<file path="src/rtl/elastic_pipe_reg.sv">
// Cascade of STAGES skid-buffered valid/ready register stages with flush and occupancy count.
// Optional stall counter output is enabled by defining ELASTIC_PIPE_REG_STALL_CNT_EN.
module elastic_pipe_reg #(
    parameter int WIDTH      = 223,
    parameter int STAGES     = 1,
    parameter int CLEAR_DATA = 1
) (
    input  logic                               clk,
    input  logic                               reset,
    input  logic                               flush,
    input  logic                               in_valid,
    output logic                               in_ready,
    input  logic [WIDTH-1:0]                   in_data,
    output logic                               out_valid,
    input  logic                               out_ready,
    output logic [WIDTH-1:0]                   out_data,
    output logic [$clog2(2*STAGES+1)-1:0]      occupancy
`ifdef ELASTIC_PIPE_REG_STALL_CNT_EN
    ,
    output logic [31:0]                        stall_cycles
`endif
);

    localparam int OW = $clog2(2*STAGES+1);

    typedef enum logic [1:0] {
        EMPTY = 2'd0,
        ONE   = 2'd1,
        TWO   = 2'd2
    } stage_state_t;

    // Handshake chain: index k is the upstream side of stage k, index k+1 its downstream side.
    logic [STAGES:0]            vld;
    logic [STAGES:0]            rdy;
    logic [STAGES:0][WIDTH-1:0] dat;

    assign vld[0]      = in_valid;
    assign dat[0]      = in_data;
    assign in_ready    = rdy[0];
    assign rdy[STAGES] = out_ready;
    assign out_valid   = vld[STAGES];
    assign out_data    = dat[STAGES];

    for (genvar k = 0; k < STAGES; k++) begin : g_stage
        stage_state_t     state;
        logic [WIDTH-1:0] main_q;
        logic [WIDTH-1:0] skid_q;
        logic             push;
        logic             pop;

        // Ready depends only on this stage's own state, so out_ready never reaches in_ready.
        assign rdy[k]     = (state != TWO);
        assign vld[k+1]   = (state != EMPTY);
        assign dat[k+1]   = main_q;
        assign push       = vld[k] & rdy[k];
        assign pop        = vld[k+1] & rdy[k+1];

        // NOTE: state and payload use <= so each stage sees its neighbour's pre-edge value.
        always_ff @(posedge clk) begin
            if (reset) begin
                state <= EMPTY;
                // NOTE: payload registers get a reset only when CLEAR_DATA is set; emptiness lives in state.
                if (CLEAR_DATA != 0) begin
                    main_q <= '0;
                    skid_q <= '0;
                end
            end else if (flush) begin
                state <= EMPTY;
            end else begin
                case (state)
                    EMPTY: begin
                        if (push) begin
                            state  <= ONE;
                            main_q <= dat[k];
                        end
                    end
                    ONE: begin
                        if (push && pop) begin
                            main_q <= dat[k];
                        end else if (push) begin
                            state  <= TWO;
                            skid_q <= dat[k];
                        end else if (pop) begin
                            state  <= EMPTY;
                        end
                    end
                    TWO: begin
                        if (pop) begin
                            state  <= ONE;
                            main_q <= skid_q;
                        end
                    end
                    default: state <= EMPTY;
                endcase
            end
        end
    end

    // Internal stage-to-stage moves conserve the entry count, so only the ends change it.
    logic push_in;
    logic pop_out;

    assign push_in = in_valid & in_ready;
    assign pop_out = out_valid & out_ready;

    always_ff @(posedge clk) begin
        if (reset || flush) begin
            occupancy <= '0;
        end else begin
            occupancy <= occupancy + OW'(push_in) - OW'(pop_out);
        end
    end

`ifdef ELASTIC_PIPE_REG_STALL_CNT_EN
    always_ff @(posedge clk) begin
        if (reset) begin
            stall_cycles <= '0;
        end else if (out_valid && !out_ready && (stall_cycles != 32'hFFFF_FFFF)) begin
            stall_cycles <= stall_cycles + 32'd1;
        end
    end
`endif

endmodule

</file>
<file path="config.mk">
export PLATFORM = sky130hd
export DESIGN_NAME = elastic_pipe_reg
export DESIGN_NICKNAME = d
export VERILOG_FILES = /design/src/rtl/elastic_pipe_reg.sv
export SDC_FILE = /design/constraint.sdc
export NUM_CORES = 1
export LEC_CHECK = 0
export CORE_ASPECT_RATIO = 2
export CORE_MARGIN = 4
export CORE_UTILIZATION = 40
export DETAILED_ROUTE_END_ITERATION = 8
export PLACE_DENSITY = 0.67
export RECOVER_POWER = 25
export SYNTH_ARGS = -nofsm -noshare
export SYNTH_HDL_FRONTEND = slang
export SYNTH_SLANG_ARGS = --single-unit
</file>
<file path="constraint.sdc">
create_clock -name clk -period 3 [get_ports clk]
set_input_delay 0.6 -clock clk [delete_from_list [all_inputs] [get_ports clk]]
set_output_delay 0.6 -clock clk [all_outputs]
set_load 0.005 [all_outputs]
</file>
# Word level (Yosys, flattened, before mapping)
# Cells that the tools add are included.
dict set report word_totals {
  reg_bits 450
  inputBits 228
  word_cells 37
}
dict set report op_classes {
  add_sub_neg 2
  n_bitwise 4
  n_eq_ne 8
  reduce_logical 9
  n_mux 10
}
# cell count
set ops {}
lappend ops {{223-bit two-way mux} 3}
lappend ops {{223-bit case mux with 3 select lines} 1}
lappend ops {{2-bit two-way mux} 5}
lappend ops {{2-bit != test (second input constant)} 5}
lappend ops {{4-bit AND reduction} 2}
lappend ops {{2-bit case mux with 3 select lines} 1}
lappend ops {{5-bit AND reduction} 1}
lappend ops {{3-bit != test (second input constant)} 1}
lappend ops {{3-bit nonzero test} 1}
lappend ops {{2-bit by 1-bit adder with 2-bit output} 1}
lappend ops {{1-bit AND} 2}
lappend ops {{2-bit by 1-bit == test with 1-bit output (second input constant)} 1}
lappend ops {{2-bit == test (second input constant)} 1}
lappend ops {{2-bit logical NOT} 1}
lappend ops {{1-bit inverter} 2}
lappend ops {{2-bit nonzero test} 1}
lappend ops {{2-bit OR reduction} 1}
lappend ops {{2-bit by 1-bit subtractor with 2-bit output} 1}
lappend ops {{1-bit logical AND} 1}
lappend ops {{1-bit logical OR} 1}

# Longest topological paths before layout
dict set report depth {
  ltp_word 6
  mapped_depth 14
  mapped_depth_nobuf 7
}

# Worst setup path before layout
# Ideal clock, no wire load.
dict set report synth_timing {
  path_kind {reg-to-reg}
  start {reg g_stage[0].state[0]}
  end {reg g_stage[0].main_q[181] (netlist: out_data[181])}
  arrival_ns 2.483
  n_path_buf 7
  setup_time_ns 0.146
  period_less_slack_ns 2.630
  slack_ns 0.370
  stages_incl_launch_ff 14
  path_cell_list {dfxtp_1 buf_4 nand2b_1 buf_4 buf_6 buf_2 and2_1 ha_1 mux2_2 buf_2 buf_2 clkbuf_1 a211oi_1 a211oi_2}
}
dict set report synth_between {
  elab_chain_cells 5
  elab_cells_between_ends 14
  classes_between {eq/ne (6); mux (1); bitwise (2); reduce/logical (5)}
}
# item line
set synth_lines {}
lappend synth_lines {{start: declaration} 45} ;# stage_state_t state;
lappend synth_lines {{start signal: assignment} 61} ;# state <= EMPTY;
lappend synth_lines {{start signal: assignment} 68} ;# state <= EMPTY;
lappend synth_lines {{start signal: assignment} 73} ;# state <= ONE;
lappend synth_lines {{2-bit != test (*)} 52} ;# assign rdy[k] = (state != TWO);
lappend synth_lines {{named net in_ready} 12} ;# output logic in_ready,
lappend synth_lines {{1-bit AND (*)} 55} ;# assign push = vld[k] & rdy[k];
lappend synth_lines {{1-bit logical AND} 78} ;# if (push && pop) begin
lappend synth_lines {{2-bit != test (no line)} -}
lappend synth_lines {{5-bit AND reduction (no line) (*)} -}
lappend synth_lines {{end signal: assignment} 74} ;# main_q <= dat[k];
lappend synth_lines {{end signal: assignment} 79} ;# main_q <= dat[k];
lappend synth_lines {{end signal: assignment} 90} ;# main_q <= skid_q;
lappend synth_lines {{end: declaration} 46} ;# logic [WIDTH-1:0] main_q;
# The timed path passes the listed nets; every way through them passes the cells marked *.
# A chain may end at the register's enable or synchronous reset.

# Worst setup path after layout
dict set report layout_timing {
  start {reg g_stage[0].state[1]}
  end {out in_ready}
}
dict set report layout_between {
  elab_chain_cells 1
}
# item line
set layout_lines {}
lappend layout_lines {{2-bit != test} 52}
lappend layout_lines {{end: declaration} 12}
# No other way between the ends.

==> impl_metrics.json <==
{
  "outcome": "finished, final reports clean",
  "post-route-min-period_ns": 2.92,
  "hold_viol": 0,
  "vdd.ir_drop.worst_uv": 400,
  "dr.first_iter.drc_count": 1392,
  "post_cts_resized": 0,
  "max_cap_viol_count": 0,
  "grt_pass1_vias": 18200,
  "worstSkewPairLatency_ns": 0.56,
  "power-per-cell-area_nw_per_um2": 519,
  "drc": 0,
  "worst_ep_required_time_ns": 2.40,
  "clock_sinks": 450,
  "type_of_destination_of_the_critical_path": "output port",
  "top_level_ports": 455,
  "path_delay_family": "buffers and inverters",
  "avgViaCountPerCell": 5.97,
  "htreeDepth": 2,
  "rsz0062_at_grt": "false",
  "synth_edf_count": 0,
  "ant_nets": 0,
  "post_synth_instance_area_um2": 20200,
  "dominantRegCellSynth": "dfxtp_1",
  "grt_start_max_net_pins": 122,
  "routedWlPerCell_um": 22.3,
  "gp_routability_congestion": 0.818,
  "static_leakage_nw": 10.4,
  "critPathArrivalTime_ns": 2.32,
  "postLayoutCoreUtil_pct": 53.2,
  "timing.clock.skew_ns": 0.0110,
  "final_net_count": 2598,
  "final_layout_size_suffix_gt1_share_pct": 12.3,
  "initial_antenna_violation_count": 9,
  "fillers": 4479,
  "chipHeight_um": 326,
  "layout_commonest_cell": "dfxtp_1",
  "final_max_slew_viol_count": 0,
  "final_critical_path_setup_slack_ns": 0.0811,
  "grt_first_pass_wirelength_mm": 106,
  "placement_rows": 116,
  "die_w_um": 167,
  "asyncSetResetFlopFracSynth_pct": 0,
  "tritoncts": "built",
  "hp-class": "reg2reg",
  "vias": 18200,
  "yosysSeqAreaShare_pct": 44.5,
  "worstMarginPinSlew_ns": 0.710,
  "ys_warn_count": 0,
  "worst_setup_path_start_kind": "flip-flop",
  "slowest_delay_ns": 0.64,
  "initial_utilization_pct": 40.4,
  "clk_path_buf_depth": 3,
  "detail_route.first_pass.iterations": 5,
  "synth_nets": 2319,
  "fin_total_pwr_w": 0.0138,
  "finalSetupViolCount": 0,
  "ctsHoldBuffers": 0,
  "synthesized_instance_count": 2089,
  "critical_path_cell_list": "nand2b_4, buf_16, clkdlybuf4s50_1",
  "cp.buffers_inverters": 2,
  "worst_setup_hold_path_clk_slew_ns": 0.06,
  "critPathKind": "reg2out",
  "fmax_mhz": 343,
  "grt.overflow.total": 0,
  "numPortBuffers": 454,
  "worst-path-max-fanout": 83,
  "hold_ws_ns": 0.473,
  "total_routed_wirelength_mm": 68.2,
  "flow.area_growth_from_synthesis_pct": 31.4,
  "postCtsSetupBuffers": 0,
  "final_cell_mix": "dfxtp_1 (450), clkdlybuf4s50_1 (287), a211oi_1 (277), nand3_1 (224), a21oi_1 (224)",
  "core_area_um2": 50100,
  "synth.distinct_cells": 32,
  "grt_use_total_pct": 23.5,
  "number_of_synthesized_register_bits": 450,
  "final_period_utilization_pct": 97.3,
  "synth.avg_cell_area_um2": 9.69,
  "critPathSlowestCell": "clkdlybuf4s50_1",
  "headroom_to_the_max_slew_limit_pct": 52.6,
  "die-area_um2": 54500,
  "clock_tree.root_cell": "clkbuf_16",
  "placement.setup.worst_slack_ns": 0.161,
  "cts_made_buffers": 42,
  "place.detailed.hpwl_mm": 43.2,
  "timing.setup.tns_ns": 0
}
-- cell families (layout without fill, tap and decap cells) --
logic type | Yosys count | count (layout) | synth area share (%)
fa+ha+maj | 2 | 2 | 0.124
buf+inv | 275 | 585 | 6.25
mux | 224 | 224 | 11.1
other cells | 0 | 7 | 0
xor+xnor | 1 | 1 | 0.0433
simple gates | 239 | 239 | 6.02
compound gates | 898 | 898 | 32.0
flops | 450 | 450 | 44.5
-- where the power goes --
group,internal [W],total [W],switching (W)
sequential,0.00624,0.00641,0.000165
clock,0.00288,0.00526,0.00239
combinational,0.00104,0.00214,0.00110
-- final cells by class --
class | count | area, µm² | share of cell area, %
Multi-Input combinational cell | 1364 | 10000 | 37.7
Sequential cell | 450 | 9010 | 33.8
Tap cell | 649 | 812 | 3.05
Antenna cell | 7 | 17.5 | 0.0658
Clock inverter | 12 | 108 | 0.404
Clock buffer | 63 | 1200 | 4.51
Inverter | 1 | 3.75 | 0.0141
Timing Repair Buffer | 509 | 5430 | 20.4
-- layer usage --
layer | track usage, % | vias to the layer above | share of wire [%]
met4 | 11.1 | 4 | 4.8
met5 | 0 | - | 0.037
met2 | 39.3 | 694 | 49
met3 | 6.10 | 142 | 7.6
li1 | - | 8470 | -
met1 | 28.0 | 8917 | 39
-- worst min-delay path, cell delays in order (launching register included) --
cell and delay, ns:
dfxtp_1 0.30, o21ai_0 0.06, a21oi_1 0.06
-- Yosys cell counts, types with 2 or more instances --
| master | number | area [µm²] |
|---|---|---|
| ha_1 | 2 | 25.0 |
| a211oi_1 | 277 | 2080 |
| nand3_1 | 224 | 1120 |
| nand3b_1 | 2 | 15.0 |
| buf_1 | 14 | 52.6 |
| nor2_1 | 2 | 7.51 |
| clkbuf_1 | 179 | 672 |
| buf_4 | 3 | 22.5 |
| buf_6 | 20 | 225 |
| a21oi_1 | 224 | 1120 |
| o21ai_0 | 223 | 1120 |
| a211oi_2 | 170 | 2130 |
| dfxtp_1 | 450 | 9010 |
| nand2b_1 | 2 | 12.5 |
| buf_2 | 58 | 290 |
| mux2i_1 | 223 | 2230 |
-- final timing paths --
check / start / endpoint / slack, ns / cells after the start
hold reg to reg: g_stage[0].skid_q[36]$_SDFFE_PP0P_ / g_stage[0].skid_q[36]$_SDFFE_PP0P_ / 0.47 / 2
hold / removal: g_stage[0].skid_q[36]$_SDFFE_PP0P_ / g_stage[0].skid_q[36]$_SDFFE_PP0P_ / 0.47 / 2
setup reg to reg: g_stage[0].state[1]$_SDFFE_PP0P_ / out_data[169]$_SDFFE_PP0P_ / 0.60 / 7
setup / recovery: g_stage[0].state[1]$_SDFFE_PP0P_ / in_ready / 0.08 / 3
-- state kept, by name, indices dropped and copies added, names as in the netlist --
name / cells
g_stage.state: 2
out_data: 223
occupancy: 2
g_stage.skid_q: 223
-- stage by stage --
stage | cells | instance area (µm²)
6_report | 3055 | 26600
5_1_grt | 3055 | 26600
4_1_cts | 3048 | 26600
3_5_place_dp | 2973 | 25300
3_3_place_gp | 2973 | 25300
2_1_floorplan | 2089 | 20200
Note: power is estimated with default switching activity, not from simulation.
